`src/rtl/front_spi_arbiter.sv`:
```
// rtl/front_spi_arbiter.sv - round-robin arbiter/sequencer sharing the front-panel SPI master between two requesters
// Each requester has a one-deep request latch; a watchdog forces completion if the master never reports done.
module front_spi_arbiter #(
  parameter int DATA_W  = 24,
  parameter int TIMEOUT = 8000,
  parameter int GAP     = 4
) (
  input  logic              i_clk,
  input  logic              i_rst,
  input  logic              i_req0_start,
  input  logic [DATA_W-1:0] i_req0_mosi,
  input  logic [1:0]        i_req0_dev,
  output logic              o_req0_busy,
  output logic              o_req0_done,
  output logic [DATA_W-1:0] o_req0_miso,
  input  logic              i_req1_start,
  input  logic [DATA_W-1:0] i_req1_mosi,
  input  logic [1:0]        i_req1_dev,
  output logic              o_req1_busy,
  output logic              o_req1_done,
  output logic [DATA_W-1:0] o_req1_miso,
  output logic              o_spi_start,
  output logic [DATA_W-1:0] o_spi_mosi,
  output logic [1:0]        o_spi_dev,
  input  logic              i_spi_done,
  input  logic [DATA_W-1:0] i_spi_miso,
  output logic [1:0]        o_grant,
  output logic              o_timeout_err,
  input  logic              i_err_clear
);

  localparam int CNT_W = $clog2((TIMEOUT > GAP) ? TIMEOUT : GAP) + 1;
  localparam logic [CNT_W-1:0] TO_LAST  = CNT_W'(TIMEOUT - 1);
  localparam logic [CNT_W-1:0] GAP_LAST = CNT_W'(GAP - 1);

  typedef enum logic [1:0] {
    S_IDLE,
    S_LAUNCH,
    S_XFER,
    S_GAP
  } state_t;

  state_t            r_state;
  logic              r_pend0;
  logic              r_pend1;
  logic [DATA_W-1:0] r_mosi0;
  logic [DATA_W-1:0] r_mosi1;
  logic [1:0]        r_dev0;
  logic [1:0]        r_dev1;
  logic              r_owner;
  logic              r_last;
  logic [CNT_W-1:0]  r_cnt;

  logic              w_active;
  logic              w_accept0;
  logic              w_accept1;
  logic              w_pick1;
  logic [DATA_W-1:0] w_result;

  // Ownership ends with the done pulse, so a requester may re-arm during GAP.
  assign w_active    = (r_state == S_LAUNCH) || (r_state == S_XFER);
  assign o_req0_busy = r_pend0 | (w_active & ~r_owner);
  assign o_req1_busy = r_pend1 | (w_active &  r_owner);

  assign w_accept0 = i_req0_start & ~o_req0_busy;
  assign w_accept1 = i_req1_start & ~o_req1_busy;
  // r_last holds the index granted last; on a tie the other requester wins.
  assign w_pick1   = r_pend1 & (~r_pend0 | ~r_last);
  assign w_result  = i_spi_done ? i_spi_miso : '0;

  always_ff @(posedge i_clk or negedge i_rst) begin
    if (!i_rst) begin
      r_state       <= S_IDLE;
      r_pend0       <= 1'b0;
      r_pend1       <= 1'b0;
      r_mosi0       <= '0;
      r_mosi1       <= '0;
      r_dev0        <= '0;
      r_dev1        <= '0;
      r_owner       <= 1'b0;
      r_last        <= 1'b1;
      r_cnt         <= '0;
      o_req0_done   <= 1'b0;
      o_req0_miso   <= '0;
      o_req1_done   <= 1'b0;
      o_req1_miso   <= '0;
      o_spi_start   <= 1'b0;
      o_spi_mosi    <= '0;
      o_spi_dev     <= '0;
      o_grant       <= 2'b00;
      o_timeout_err <= 1'b0;
    end else begin
      o_spi_start <= 1'b0;
      o_req0_done <= 1'b0;
      o_req1_done <= 1'b0;
      if (i_err_clear) begin
        o_timeout_err <= 1'b0;
      end
      if (w_accept0) begin
        r_pend0 <= 1'b1;
        r_mosi0 <= i_req0_mosi;
        r_dev0  <= i_req0_dev;
      end
      if (w_accept1) begin
        r_pend1 <= 1'b1;
        r_mosi1 <= i_req1_mosi;
        r_dev1  <= i_req1_dev;
      end

      case (r_state)
        S_IDLE: begin
          if (r_pend0 || r_pend1) begin
            r_owner     <= w_pick1;
            r_last      <= w_pick1;
            o_spi_start <= 1'b1;
            r_state     <= S_LAUNCH;
            if (w_pick1) begin
              o_spi_mosi <= r_mosi1;
              o_spi_dev  <= r_dev1;
              r_pend1    <= 1'b0;
              o_grant    <= 2'b10;
            end else begin
              o_spi_mosi <= r_mosi0;
              o_spi_dev  <= r_dev0;
              r_pend0    <= 1'b0;
              o_grant    <= 2'b01;
            end
          end
        end
        S_LAUNCH: begin
          r_cnt   <= '0;
          r_state <= S_XFER;
        end
        S_XFER: begin
          // A real completion on the last watchdog cycle still wins.
          if (i_spi_done || (r_cnt == TO_LAST)) begin
            if (r_owner) begin
              o_req1_miso <= w_result;
              o_req1_done <= 1'b1;
            end else begin
              o_req0_miso <= w_result;
              o_req0_done <= 1'b1;
            end
            if (!i_spi_done) begin
              o_timeout_err <= 1'b1;
            end
            r_cnt   <= '0;
            r_state <= S_GAP;
          end else begin
            r_cnt <= r_cnt + 1'b1;
          end
        end
        S_GAP: begin
          if (r_cnt == GAP_LAST) begin
            o_grant <= 2'b00;
            r_state <= S_IDLE;
          end else begin
            r_cnt <= r_cnt + 1'b1;
          end
        end
        default: r_state <= S_IDLE;
      endcase
    end
  end

endmodule

```
`config.mk`:
```
export PLATFORM = sky130hd
export DESIGN_NAME = front_spi_arbiter
export DESIGN_NICKNAME = d
export VERILOG_FILES = /design/src/rtl/front_spi_arbiter.sv
export SDC_FILE = /design/constraint.sdc
export NUM_CORES = 1
export LEC_CHECK = 0
export ABC_AREA = 1
export BUFFER_PORTS_ARGS = -buffer_cell sky130_fd_sc_hd__buf_4
export CAP_MARGIN = 20
export CORE_ASPECT_RATIO = 2
export CORE_UTILIZATION = 53
export CTS_CLUSTER_DIAMETER = 150
export DETAILED_ROUTE_END_ITERATION = 12
export GPL_ROUTABILITY_DRIVEN = 0
export PLACE_DENSITY = 0.85
export SYNTH_ARGS = -nofsm -noshare
export SYNTH_HDL_FRONTEND = slang
export SYNTH_SLANG_ARGS = --single-unit
```
`constraint.sdc`:
```
create_clock -name i_clk -period 2.15 [get_ports i_clk]
set_input_delay 0.43 -clock i_clk [delete_from_list [all_inputs] [get_ports i_clk]]
set_output_delay 0.43 -clock i_clk [all_outputs]
set_load 0.005 [all_outputs]
```
==> parameters.txt, run 1 <==
Parameter                              Value

Outcome
  Outcome ... finished, violations left
  Violations in the final reports ... negative hold slack

Clock network
  CTS clock-pin slew for the worst setup and hold paths ... ~70 ps
  Setup Fix Bufs, Post-CTS ... 0
  TritonCTS clock tree ... yes
  Total CTS buffers ... 17
  Htree depth ... 4
  Cell at the root of the clock tree ... sky130_fd_sc_hd__clkbuf_16
  Latest clock arrival within the worst-skew pair ... around 420 ps
  Maximum root-to-sink buffer count ... 2
  Number of buffers inserted for hold repair after clock tree synthesis ... 0
  Clk sinks ... roughly 150

Logic synthesis
  Synth area leaders ... sky130_fd_sc_hd__dfrtp_1 (59%), sky130_fd_sc_hd__nand2_1 (9.7%), sky130_fd_sc_hd__mux2_2 (9.1%), sky130_fd_sc_hd__o21ai_0 (6.3%), sky130_fd_sc_hd__nor2_1 (3.2%)
  Fraction of the yosys area taken by sequential cells ... roughly three fifths
  Share of synthesized flip-flops with an asynchronous set or reset ... 100%
  Cell type with the largest total area after synthesis ... sky130_fd_sc_hd__dfrtp_1
  Count of cell types in the netlist ... 29
  Most used flip-flop cell after synthesis ... sky130_fd_sc_hd__dfrtp_1
  Number of register bits inferred by synthesis ... ~150
  Per-instance average area after synthesis ... about 9.9 µm²
  Netlist area before placement ... between 0.006 and 0.007 mm²
  Number of synthesis warnings ... 0
  Net count after synthesis ... 730
  Area share of the largest cell type after synthesis ... about three fifths
  Cells after Synth ... between 600 and 700
  Number of synthesized flops with an enable pin ... 0

Critical path
  Cell-by-cell listing of the critical path ... inv_1 -> ha_1 -> nand2_1 -> nand2_1 -> buf_4
  Cell seen most often among critical-path stages ... sky130_fd_sc_hd__nand2_1
  Arrival time worst endpoint ... around 1600 ps
  Crit path buf inv count ... 2
  Required @ worst endpoint ... between 1500 and 2000 ps
  Top cell family by delay on the critical path ... flip-flops
  Sort of element at the end of the critical path ... output port
  Critical Setup Path Class ... flop to output port
  Reg-to-Reg Start ... r_cnt[1]
  Crit path max fanout ... 5
  Worst Setup SP ... r_state[0]
  Slowest cell delay on critical path ... roughly 380 ps
  Slowest stage cell on the critical path ... sky130_fd_sc_hd__dfrtp_1
  Kind of launch point of the worst setup path ... flop

Power and ir drop
  Cell leakage power ... ~4.2 nW
  Sequential Power Share ... 38.9%
  Combinational power share ... a little under two fifths
  Part of the power in the clock network ... a little under a quarter
  Cell area power density ... between 1000 and 1500 mW/mm²
  Switching share of power ... 36.4%
  Final total power ... 0.0125 W
  Int Pwr ... roughly 0.0079 W
  IR Drop Worst-Case VDD ... between 1 and 1.5 mV
  Switching pwr ... between 0.004 and 0.005 W

Place
  Setup slack at placement ... between 200 and 250 ps
  Total half-perimeter wirelength after legalization and detailed placement ... 11.6 mm
  # port buffers ... 163

Floorplanning
  Starting Density ... 54.4%
  Core box area ... between 0.01 and 0.015 mm²
  Floorplan die height ... 157 µm
  Die width ... 79.7 µm
  Die area ... between 0.01 and 0.015 mm²
  Count of pins on the block boundary ... approximately 160
  Number of cell rows ... 56

Timing
  Headroom to the max-slew limit ... between 40 and 50%
  Final total negative setup slack ... 0 ps
  Minimum clock period after layout ... 2010 ps
  Final setup skew ... 13.1 ps
  Worst-margin pin slew ... approximately 830 ps
  Highest attainable clock frequency ... 498 MHz
  Final setup violation count ... 0
  Final-report max-slew violation count ... 0
  Setup repair after global routing missed its margin ... false
  Share of the clock period used by the worst path ... just over 90%
  Endpoints failing hold ... 1
  Setup ws final ... ~140 ps
  Worst hold slack ... -0.528 ps

Cells and area
  Share of cells above drive strength 1 ... approximately 34%
  Most frequent standard cell in the layout excluding fill and tap cells ... sky130_fd_sc_hd__buf_4
  Area grow syn2layout ... 31.1%
  Net count of the finished layout ... about 900
  Commonest cells after routing, fill and taps aside ... sky130_fd_sc_hd__buf_4 (173), sky130_fd_sc_hd__nand2_1 (165), sky130_fd_sc_hd__dfrtp_1 (151)
  ANT cells ... 0
  Number of fill cells ... 824
  Fraction of the core area covered by cells at the end of the flow ... between 70 and 80%

Global routing
  Antenna violations before repair ... 0
  Vias in the first global route ... approximately 5700
  Aggregate global-route resource usage ... about 28%
  Largest net degree at the start of global routing ... 81
  Total gr overflow ... 0
  First-pass GRT wire length ... about 27 mm

Drt
  Total length of routed wires ... 17.1 mm
  Routed vias ... 5448
  Count of unresolved DRC violations after routing ... 0
  Post-DRT Antenna Nets ... 0
  Number of detailed-route iterations in the first pass ... 8
  Drt wl/cell ... roughly 18 µm
  Average via count per standard cell ... 5.62
  Violation count after the first detailed-routing iteration ... roughly 400

Min path
  Path type of the worst min-delay path ... input port to async pin

Job
  Number of max-cap violations ... 0
[repair_timing]
item | 4_1_cts | 5_1_grt
resized for setup | 0 | 1
hold endpoints to repair | 0 | 0
setup endpoints to repair | 0 | 1
[per-layer routing]
layer  share of wire [%]  wire length (µm)  track usage (%)
met5                   0                 0                0
met4                 4.6               789             16.5
met3                 6.1              1040             7.36
met2                  55              9380             50.8
met1                  34              5840             28.7
[cell families (layout without fill, tap and decap cells)]
group                      Yosys count  after routing  synth area share (%)
and+or+nand+nor                    261            261                  16.7
AOI/OAI and AO/OA                  112            112                  9.48
xor gates and xnor gates             1              1                 0.137
adders and majority gates            4              4                 0.782
buffers and inverters               62            243                  4.34
DFF                                152            152                  59.4
muxes                               52             52                  9.14
[stage by stage]
stage | std cells | instance area [µm²]
floorplan | 644 | 6400
global placement | 938 | 7820
detailed placement | 938 | 7820
CTS | 970 | 8400
global route | 970 | 8400
finish | 970 | 8400
[cell usage after synthesis, types with 2 or more instances]
cell type                    n
sky130_fd_sc_hd__buf_2      10
sky130_fd_sc_hd__nor3_1      2
sky130_fd_sc_hd__a21oi_1     5
sky130_fd_sc_hd__o21ai_0    80
sky130_fd_sc_hd__nand2_1   165
sky130_fd_sc_hd__clkbuf_1   12
sky130_fd_sc_hd__dfrtp_1   151
sky130_fd_sc_hd__nor2_1     54
sky130_fd_sc_hd__nand3_2     3
sky130_fd_sc_hd__nand2_2     2
sky130_fd_sc_hd__o21ai_2    10
sky130_fd_sc_hd__nand3_1    28
sky130_fd_sc_hd__ha_1        4
sky130_fd_sc_hd__inv_1      32
sky130_fd_sc_hd__mux2_2     52
sky130_fd_sc_hd__buf_6       4
sky130_fd_sc_hd__nand4_1     5
sky130_fd_sc_hd__o21ai_1    13
sky130_fd_sc_hd__clkbuf_2    2
[flip-flops by register name, indices dropped and copies added, names as in the netlist, 2 cells and up]
signal,count
o_req0_miso,24
o_req1_miso,24
o_spi_mosi,24
r_mosi0,24
r_mosi1,24
r_cnt,14
o_grant,2
o_spi_dev,2
r_dev0,2
r_dev1,2
r_state,2
[power groups by stage]
stage,clock [W],combinational (W),sequential (W)
2_1_floorplan,0,0.00258,0.00472
3_3_place_gp,0,0.00444,0.00478
3_5_place_dp,0,0.00468,0.00484
4_1_cts,0.00291,0.00477,0.00483
5_1_grt,0.00302,0.00522,0.00496
6_report,0.00287,0.00476,0.00486
[final timing paths]
kind	to	slack (ps)	cells after the start
max in group asynchronous	r_last	1760	2
setup / recovery	o_req1_busy	140	5
hold reg to reg	r_last	470	2
hold / removal	r_mosi1[14]	-0.5	2
setup reg to reg	o_req0_miso[8]	150	9
min in group i_clk	o_timeout_err	210	2
[cell type report]
class	instances	area [µm²]	area share, %
sequential	152	3800	45.3
inverter	33	124	1.47
multi-input combinational	430	2320	27.7
clock buffer	18	439	5.23
clock inverter	14	135	1.61
tap	145	181	2.16
timing repair buffer	178	1390	16.6
(Power assumes the default switching activity.)
==> run 2, diff against run 1 <==
--- a/config.mk
+++ b/config.mk
@@ -9,11 +9,11 @@
 export BUFFER_PORTS_ARGS = -buffer_cell sky130_fd_sc_hd__buf_4
 export CAP_MARGIN = 20
 export CORE_ASPECT_RATIO = 2
-export CORE_UTILIZATION = 53
+export CORE_UTILIZATION = 48
 export CTS_CLUSTER_DIAMETER = 150
 export DETAILED_ROUTE_END_ITERATION = 12
 export GPL_ROUTABILITY_DRIVEN = 0
-export PLACE_DENSITY = 0.85
+export PLACE_DENSITY = 0.81
 export SYNTH_ARGS = -nofsm -noshare
 export SYNTH_HDL_FRONTEND = slang
 export SYNTH_SLANG_ARGS = --single-unit
==> constraint.sdc (replaced) <==
create_clock -name i_clk -period 1.8 [get_ports i_clk]
set_input_delay 0.36 -clock i_clk [delete_from_list [all_inputs] [get_ports i_clk]]
set_output_delay 0.36 -clock i_clk [all_outputs]
set_load 0.005 [all_outputs]
==> parameters.txt, run 2 (same netlist as run 1, synthesis figures left out) <==
Parameter                              Value

Drt
  Routed vias ... 5317 (-2.4%)
  Total length of routed wires ... 16.7 mm (-1.9%)
  Number of detailed-route iterations in the first pass ... 4 (-4)
  Count of unresolved DRC violations after routing ... 0 (unchanged)
  Post-DRT Antenna Nets ... 0 (unchanged)
  Average via count per standard cell ... 5.35 (-4.8%)
  Violation count after the first detailed-routing iteration ... 288 (-28%)
  Drt wl/cell ... 16.8 µm (-4.2%)

Timing
  Final setup skew ... 12.6 ps (-0.490 ps)
  Endpoints failing hold ... 0 (-1)
  Worst-margin pin slew ... 780 ps (-47.9 ps)
  Highest attainable clock frequency ... between 500 and 600 MHz
  Final-report max-slew violation count ... 0 (unchanged)
  Share of the clock period used by the worst path ... ~97%
  Minimum clock period after layout ... between 1500 and 2000 ps
  Headroom to the max-slew limit ... 47.9% (+3.2 points)
  Final setup violation count ... 0 (unchanged)

Cells and area
  Commonest cells after routing, fill and taps aside ... sky130_fd_sc_hd__buf_4 (187), sky130_fd_sc_hd__nand2_1 (165), sky130_fd_sc_hd__dfrtp_1 (151)
  Non-filler instance count after layout ... 994 (+2.5%)
  Most frequent standard cell in the layout excluding fill and tap cells ... sky130_fd_sc_hd__buf_4
  Net count of the finished layout ... 916 (+2.0%)
  ANT cells ... 0 (unchanged)
  Number of fill cells ... 998 (+21%)
  Area grow syn2layout ... 34.7%
  Share of cells above drive strength 1 ... 35.9% (+1.9 points)

Power and ir drop
  Final total power ... 0.0151 W (+21%)
  IR Drop Worst-Case VDD ... 1.14 mV (+3.5%)
  Cell area power density ... 1750 mW/mm² (+18%)
  Cell leakage power ... 4.30 nW (+2.8%)

Global routing
  Aggregate global-route resource usage ... 23.9% (-4.5 points)
  Total gr overflow ... 0 (unchanged)
  First-pass GRT wire length ... 25.6 mm (-4.4%)
  GR Util met3 ... 5.22% (-2.1 points)
  Largest net degree at the start of global routing ... 53 (-35%)
  Vias in the first global route ... 5354 (-6.5%)
  Layer with the highest usage after global routing ... met2
  Met2 GRT Util ... 46.3% (-4.6 points)
  Antenna violations before repair ... 0 (unchanged)
  Met1 Track Usage GR ... 24.1% (-4.6 points)

Critical path
  Critical Setup Path Class ... flop to output port
  Kind of launch point of the worst setup path ... flop
  Slowest stage cell on the critical path ... sky130_fd_sc_hd__dfrtp_1
  Cell seen most often among critical-path stages ... sky130_fd_sc_hd__nand2_1
  Required @ worst endpoint ... 1440 ps (-280 ps)
  Crit path max fanout ... 5 (unchanged)
  Arrival time worst endpoint ... 1390 ps (-190 ps)
  Worst Setup SP ... r_state[0]
  Sort of element at the end of the critical path ... output port
  Slowest cell delay on critical path ... 380 ps (about the same)
  Cell-by-cell listing of the critical path ... inv_2 -> ha_4 -> nand2_1 -> nand2_1 -> buf_4
  Reg-to-Reg Start ... r_state[1]

Floorplanning
  Starting Density ... 49.3% (-5.1 points)
  Number of cell rows ... 59 (+5.4%)
  Floorplan die height ... 165 µm (+5.0%)
  Die area ... 0.0138 mm² (+10%)
  Count of pins on the block boundary ... 164 (unchanged)
  Die width ... 83.7 µm (+4.9%)
  Core box area ... 0.0130 mm² (+10%)

Clock network
  CTS clock-pin slew for the worst setup and hold paths ... 60 ps (about the same)
  Htree depth ... 4 (unchanged)
  Maximum root-to-sink buffer count ... 2 (unchanged)
  TritonCTS clock tree ... yes
  Total CTS buffers ... 17 (unchanged)
  Clk sinks ... 152 (unchanged)
  Latest clock arrival within the worst-skew pair ... 420 ps (about the same)
  Cell at the root of the clock tree ... sky130_fd_sc_hd__clkbuf_16

Min path
  Path type of the worst min-delay path ... input port to flop
  Start point of the worst hold path ... i_err_clear

Place
  Total instance count after detailed placement ... 955 (+1.8%)
  Total half-perimeter wirelength after legalization and detailed placement ... 11.5 mm (-0.59%)
  # port buffers ... 163 (unchanged)

Outcome
  Outcome ... finished, final reports clean

Job
  Number of max-cap violations ... 0 (unchanged)
==> run 2: cell types whose count changed in the layout (fill, tap and decap cells not counted), moves of 2 or more <==
| cell | change |
|---|---|
| sky130_fd_sc_hd__buf_4 | +14 |
| sky130_fd_sc_hd__inv_6 | +4 |
| sky130_fd_sc_hd__inv_1 | -3 |
| sky130_fd_sc_hd__inv_2 | +3 |
| sky130_fd_sc_hd__buf_12 | +2 |
| sky130_fd_sc_hd__clkinvlp_4 | -2 |
| sky130_fd_sc_hd__ha_1 | -2 |
| sky130_fd_sc_hd__inv_8 | -2 |
==> run 2: layout make-up <==
cell class                      instances  area [µm²]  area share, %
Clock buffer                           17         425           4.93
Clock inverter                         14         154           1.78
Inverter                               33         124           1.44
Multi-Input combinational cell        430        2360           27.3
Sequential cell                       152        3800           44.1
Tap cell                              152         190           2.21
Timing Repair Buffer                  196        1570           18.2
==> run 2: worst paths after layout <==
check | to | slack [ps] | depth (start not counted)
min | o_timeout_err | 150 | 2
min in group asynchronous | r_mosi1[14] | 420 | 2
max | o_req1_busy | 50 | 5
min reg2reg | r_last | 460 | 2
max in group asynchronous | r_mosi1[1] | 720 | 3
max reg2reg | r_cnt[11] | 90 | 10
==> run 2: repair_timing <==
| item | CTS | global route |
|---|---|---|
| cloned | 0 | 1 |
| pin swaps | 0 | 2 |
| hold endpoints to repair | 42 | 0 |
| buffers inserted | 1 | 5 |
| hold buffers | 1 | 0 |
| endpoints found under the setup margin | 2 | 59 |
| gates resized for setup | 2 | 7 |
==> run 2: power by group <==
group	switching [W]	internal, W
clock network	0.00154	0.00196
registers	0.000804	0.00490
logic	0.00302	0.00291
==> run 2: per-stage QoR <==
stage | hold slack [ps] | cell area, µm² | util, % | setup TNS, ps | worst slack, ps
floorplan | 64.4 | 6400 | - | 0 | 36.6
global placement | 321 | 7930 | 61.1 | 0 | 70.2
detailed placement | 326 | 7930 | 61.1 | 0 | 4.47
CTS | 142 | 8540 | 65.7 | 0 | 8.32
global route | 146 | 8620 | 66.4 | -84.0 | -30.1
finish | 148 | 8620 | 66.4 | 0 | 53.6
==> run 2: critical path, delay by kind of cell, from the launching register on <==
family | cells | cell delay (ps)
fa+ha+maj | 1 | 280
buf+inv | 2 | 180
flops | 1 | 380
simple gates | 2 | 140
==> run 2: routing by layer <==
| metal | vias up | part of all wire, % | wire length [µm] |
|---|---|---|---|
| met5 | - | 0 | 0 |
| met4 | 0 | 2.5 | 412 |
| met3 | 36 | 4.5 | 748 |
| met2 | 180 | 58 | 9700 |
| met1 | 2605 | 35 | 5880 |
| li1 | 2496 | - | - |
